--- config.mk ---
export PLATFORM = sky130hd
export DESIGN_NAME = serial_pattern_matcher
export DESIGN_NICKNAME = d
export VERILOG_FILES = /design/src/rtl/serial_pattern_pkg.sv /design/src/rtl/sat_counter.sv /design/src/rtl/serial_pattern_matcher.sv
export SDC_FILE = /design/constraint.sdc
export NUM_CORES = 1
export LEC_CHECK = 0
export CAP_MARGIN = 15
export CORE_ASPECT_RATIO = 1.1
export CORE_MARGIN = 2
export CORE_UTILIZATION = 25
export CTS_CLUSTER_DIAMETER = 40
export DETAILED_ROUTE_END_ITERATION = 7
export GPL_TIMING_DRIVEN = 0
export HOLD_SLACK_MARGIN = 0.15
export PLACE_DENSITY = 0.57
export SKIP_LAST_GASP = 1
export SYNTH_ARGS = -nofsm -noshare
export SYNTH_HDL_FRONTEND = slang
export SYNTH_HIERARCHICAL = 1
export SYNTH_SLANG_ARGS = --single-unit
export TNS_END_PERCENT = 10
--- constraint.sdc ---
create_clock -name clock -period 1.9 [get_ports clock]
set_clock_uncertainty 0.1 [all_clocks]
set_input_delay 0.38 -clock clock [delete_from_list [all_inputs] [get_ports clock]]
set_output_delay 0.38 -clock clock [all_outputs]
set_load 0.01 [all_outputs]
--- src/rtl/serial_pattern_pkg.sv ---
// Shared types, default pattern constants and pattern-vector helper for serial_pattern_matcher.
package serial_pattern_pkg;

   typedef enum logic {
      FILLING = 1'b0,
      ARMED   = 1'b1
   } state_t;

   localparam logic [2:0] PAT_ONES3 = 3'b111;
   localparam logic [2:0] PAT_001   = 3'b001;

   // Upper bounds for the generic extraction helper
   localparam int unsigned MAX_W        = 64;
   localparam int unsigned MAX_PAT_BITS = 1024;

   // Returns pattern k (width bits, zero-extended) from a packed pattern vector
   function automatic logic [MAX_W-1:0] pat_extract(input logic [MAX_PAT_BITS-1:0] pats,
                                                    input int unsigned width,
                                                    input int unsigned k);
      logic [MAX_PAT_BITS-1:0] sh;
      logic [MAX_W-1:0]        mask;
      sh   = pats >> (k * width);
      mask = (width >= MAX_W) ? '1 : ((MAX_W'(1) << width) - MAX_W'(1));
      return MAX_W'(sh) & mask;
   endfunction

endpackage

--- src/rtl/sat_counter.sv ---
// Saturating up-counter with synchronous clear; clear and increment together yield 1.
module sat_counter
   import serial_pattern_pkg::*;
#(
   parameter int unsigned CNT_W = 8
) (
   input  logic             clock,
   input  logic             reset_n,
   input  logic             clr,
   input  logic             inc,
   output logic [CNT_W-1:0] value
);

   logic [CNT_W-1:0] r_val;

   always_ff @(posedge clock) begin
      if (!reset_n) begin
         r_val <= '0;
      end else if (clr) begin
         r_val <= CNT_W'(inc);
      end else if (inc && (r_val != '1)) begin
         r_val <= r_val + CNT_W'(1);
      end
   end

   assign value = r_val;

endmodule

--- src/rtl/serial_pattern_matcher.sv ---
// Serial bit-stream detector: compares a WIDTH-bit history against NUM_PAT patterns.
module serial_pattern_matcher
   import serial_pattern_pkg::*;
#(
   parameter int unsigned                 WIDTH    = 3,
   parameter int unsigned                 NUM_PAT  = 2,
   parameter logic [NUM_PAT*WIDTH-1:0]    PATTERNS = {PAT_001, PAT_ONES3},
   parameter int unsigned                 CNT_W    = 8
) (
   input  logic                     clock,
   input  logic                     reset_n,
   input  logic                     in_valid,
   input  logic                     in_bit,
   input  logic                     overlap,
   input  logic                     clear_cnt,
   output logic [NUM_PAT-1:0]       match,
   output logic                     match_any,
   output logic [NUM_PAT*CNT_W-1:0] count
);

   localparam int unsigned FILL_W = $clog2(WIDTH + 1);
   localparam logic [FILL_W-1:0] FILL_FULL = FILL_W'(WIDTH);
   localparam logic [MAX_PAT_BITS-1:0] PATS_EXT = MAX_PAT_BITS'(PATTERNS);

   state_t              r_state, w_state_nxt;
   logic [WIDTH-1:0]    r_hist, w_hist_nxt, w_shift;
   logic [FILL_W-1:0]   r_fill, w_fill_nxt, w_fill_inc;
   logic [NUM_PAT-1:0]  r_match, w_match_nxt;
   logic                r_match_any;
   logic [WIDTH-1:0]    w_pat [NUM_PAT];

   for (genvar k = 0; k < NUM_PAT; k++) begin : g_pat
      assign w_pat[k] = WIDTH'(pat_extract(PATS_EXT, WIDTH, k));
   end

   always_ff @(posedge clock) begin
      if (!reset_n) begin
         r_state     <= FILLING;
         r_hist      <= '0;
         r_fill      <= '0;
         r_match     <= '0;
         r_match_any <= 1'b0;
      end else begin
         r_state     <= w_state_nxt;
         r_hist      <= w_hist_nxt;
         r_fill      <= w_fill_nxt;
         r_match     <= w_match_nxt;
         r_match_any <= |w_match_nxt;
      end
   end

   // Matches only count once the window is full, so reset-zero history is never compared
   always_comb begin
      w_state_nxt = r_state;
      w_hist_nxt  = r_hist;
      w_fill_nxt  = r_fill;
      w_match_nxt = '0;
      w_shift     = {r_hist[WIDTH-2:0], in_bit};
      w_fill_inc  = (r_fill == FILL_FULL) ? r_fill : (r_fill + FILL_W'(1));
      if (in_valid) begin
         if (w_fill_inc == FILL_FULL) begin
            for (int k = 0; k < NUM_PAT; k++) begin
               if (w_shift == w_pat[k]) w_match_nxt[k] = 1'b1;
            end
         end
         w_hist_nxt  = w_shift;
         w_fill_nxt  = w_fill_inc;
         w_state_nxt = (w_fill_inc == FILL_FULL) ? ARMED : FILLING;
         if ((|w_match_nxt) && !overlap) begin
            w_hist_nxt  = '0;
            w_fill_nxt  = '0;
            w_state_nxt = FILLING;
         end
      end
   end

   for (genvar k = 0; k < NUM_PAT; k++) begin : g_cnt
      sat_counter #(.CNT_W(CNT_W)) u_cnt (
         .clock   (clock),
         .reset_n (reset_n),
         .clr     (clear_cnt),
         .inc     (w_match_nxt[k]),
         .value   (count[k*CNT_W +: CNT_W])
      );
   end

   assign match     = r_match;
   assign match_any = r_match_any;

endmodule

==> summary.txt <==
Setup path
  – CP max FO: 7
  – Slowest CP cell: clkdlybuf4s50_1
  – CP arrival: 1.32 ns
  – Cells along the critical path: clkdlybuf4s50_1
  – Startpoint Class: flop
  – Critical path class: reg -> out
  – CP max stage delay: slightly below 0.6 ns
  – CP bufs+invs: 1
  – Dominant delay contributor by cell family on the critical path: buffers and inverters
  – Critical path required time: around 1.4 ns
  – CP Capture Type: primary output

Routing
  – DR vias: about 1100
  – WL final: roughly 2800 um
  – Routed WL per cell: roughly 13 um
  – Via-per-instance ratio: just over 5
  – Post-route ant nets: 0
  – Number of DRC markers in iteration 0: 53
  – First-pass DRT Iterations: 8
  – # DRC: 0

Place
  – Port bufs: 23
  – HPWL after DPL: 2030 um
  – Global placement routability congestion: ~0.72
  – Placement Cell Area: 1520 um2
  – Placement Setup Slack: -0.526 ns

Cells and area
  – Number of nets in the layout: 167
  – Antenna Cells: 0
  – P&R area growth vs syn: 30.9%
  – Share of layout cells above drive strength 1: 13.9%
  – Final instance area: ~1600 um2

Timing
  – Fmax: around 560 MHz
  – Period utilization: 94.5%
  – Final Setup Violations: 0
  – Hold slack: between 0.3 and 0.4 ns
  – Slew HR: between 60% and 70%
  – Max-slew violation count: 0
  – RSZ-0062 raised after global routing: true
  – Worst slew pin tran: 0.520 ns
  – Min Tclk post-route: 1.80 ns
  – Final worst slack: around 0.10 ns
  – Fin. Hold Viols: 0
  – Setup total negative slack: 0 ns

Clocking
  – Skew-Pair Late Insertion Delay: 0.26 ns
  – Root Driver: clkbuf_8
  – Htree depth: 1
  – Clk buf depth: 2
  – Clock buffer count from CTS: 3
  – Clk slew on worst S/H paths: 0.09 ns
  – CTS tree: done
  – Clock sink total: 23
  – Hold Buf Count CTS: 0

GRT
  – Largest net degree at the start of global routing: 14
  – GRT overflow: 0
  – First-pass GRT wire length: 4930 um
  – Vias in the first global route: approximately 1100
  – Initial antenna violation count: 0
  – GRT Util Overall: about 11%

Synth
  – Post-Syn Instances: 130
  – Post-synth top flop: dfxtp_1
  – Syn Area/Cell: around 9.3 um2
  – Ys async rst share: 0%
  – Ys Warns: 6
  – Seq cells post-synth: 23
  – Post-synth cell types: 29
  – Mapped cell area: approximately 1200 um2
  – Syn nets: 138
  – Number of flops mapped to enable cells by yosys: 0
  – Post-synthesis sequential area ratio: a little under two fifths

Floorplan
  – Initial Utilization: 26.1%
  – Core box area: approximately 4700 um2
  – Die H: around 77 um
  – IO Pins: 25
  – FP Rows: 26
  – DIE WIDTH: around 70 um
  – Die area: 5420 um2

Power
  – Pwr/cell area: between 500 and 600 nW/um2
  – P_leak: 0.000522 uW
  – Worst vdd ir: a little over 0.2 mV

Run
  – Maxcap violations: 0

Run status
  – Status: finished, final reports clean

Hold path
  – HP Class: in -> reg
==> flip-flops by register name, indices dropped and copies added, names as in the netlist <==
register / flops
match_any: 1
g_cnt.u_cnt/value: 16
r_hist: 2
match: 2
r_fill: 2
==> cell usage after synthesis, drive strengths merged (4+ instances only) <==
library cell / number / area share (%)
dfxtp: 23 / 38
nand2: 14 / 4.3
nand2b: 10 / 5.2
a21oi: 9 / 3.7
a211oi: 8 / 6.6
mux2i: 8 / 6.6
nor2: 8 / 2.5
nor3: 7 / 3.3
buf: 5 / 4.3
nand3: 5 / 3.1
nand4: 5 / 2.6
and3: 4 / 2.1
==> metrics by stage <==
| stage | total power [uW] | instances | util [%] |
|---|---|---|---|
| 5_1_grt | 908 | 214 | 34.1 |
| 2_1_floorplan | 539 | 130 | - |
| 3_3_place_gp | 560 | 209 | 32.6 |
| 6_report | 863 | 214 | 34.1 |
| 3_5_place_dp | 564 | 209 | 32.6 |
| 4_1_cts | 877 | 214 | 34.1 |
==> worst min-delay path, cell delays in order <==
cell and delay [ns]:
buf_4 0.14, a21oi_1 0.07, nor2_1 0.07
==> path summary, 6_finish.rpt <==
| kind | slack (ns) | end | startpoint | cells past startpoint |
|---|---|---|---|---|
| max reg2reg | 0.14 | g_cnt[0].u_cnt/value[5] | r_fill[1] | 5 |
| min reg2reg | 0.40 | g_cnt[1].u_cnt/value[7] | g_cnt[1].u_cnt/value[7] | 2 |
| max | 0.10 | count[4] | g_cnt[0].u_cnt/value[4] | 1 |
| min | 0.34 | r_fill[1] | in_valid | 3 |
==> placed cells by master, fill, tap and decap left out, types with 3 or more instances in the layout <==
cell type and count:
nor3_1 5, nor2_1 7, a211oi_2 4, nand2_1 14
and3_1 4, a21oi_1 9, a211oi_1 4, dfxtp_1 21
clkdlybuf4s50_1 22, nand4_1 5, buf_6 4, nand2b_1 10
nand3_1 4, mux2i_1 8, clkbuf_8 3
==> power by group <==
part	leakage [uW]	internal [uW]	switching, uW
registers	0.000187	488	9.45
logic	0.000309	25.0	30.8
clock network	0.0000255	146	163
==> metal layers <==
| layer | vias to the layer above | share of wire, % | track usage [%] |
|---|---|---|---|
| li1 | 538 | - | - |
| met1 | 535 | 45 | 14.0 |
| met3 | 2 | 3.6 | 1.71 |
| met2 | 34 | 51 | 18.4 |
| met5 | - | 0 | 0 |
| met4 | 0 | 0.61 | 4.42 |
==> logic make-up (layout without fill, tap and decap cells) <==
kind of cell / after synthesis / count (layout) / share of synthesized area [%]
xor gates and xnor gates: 1 / 1 / 1.34
AOI/OAI and AO/OA: 28 / 28 / 18.5
and+or+nand+nor: 61 / 61 / 28.6
buffers and inverters: 7 / 35 / 4.95
DFF: 23 / 23 / 38.0
adders and majority gates: 2 / 2 / 2.06
muxes: 8 / 8 / 6.61
==> area by class of cell <==
cell class | count | area [um2]
clock buffers | 3 | 41.3
repair buffers | 24 | 236
well taps | 56 | 70.1
inverters | 2 | 7.51
fillers | 483 | 3070
flip-flops and latches | 23 | 463
plain buffers | 5 | 52.6
multi-input cells | 100 | 711
clock inverters | 1 | 5.00
==> timing repair <==
action,4_1_cts,5_1_grt
setup buffers,1,0
setup endpoints to repair,10,4
pin swaps,4,0
gates resized for setup,4,2
No activity file was read; power rests on OpenSTA's default activity.
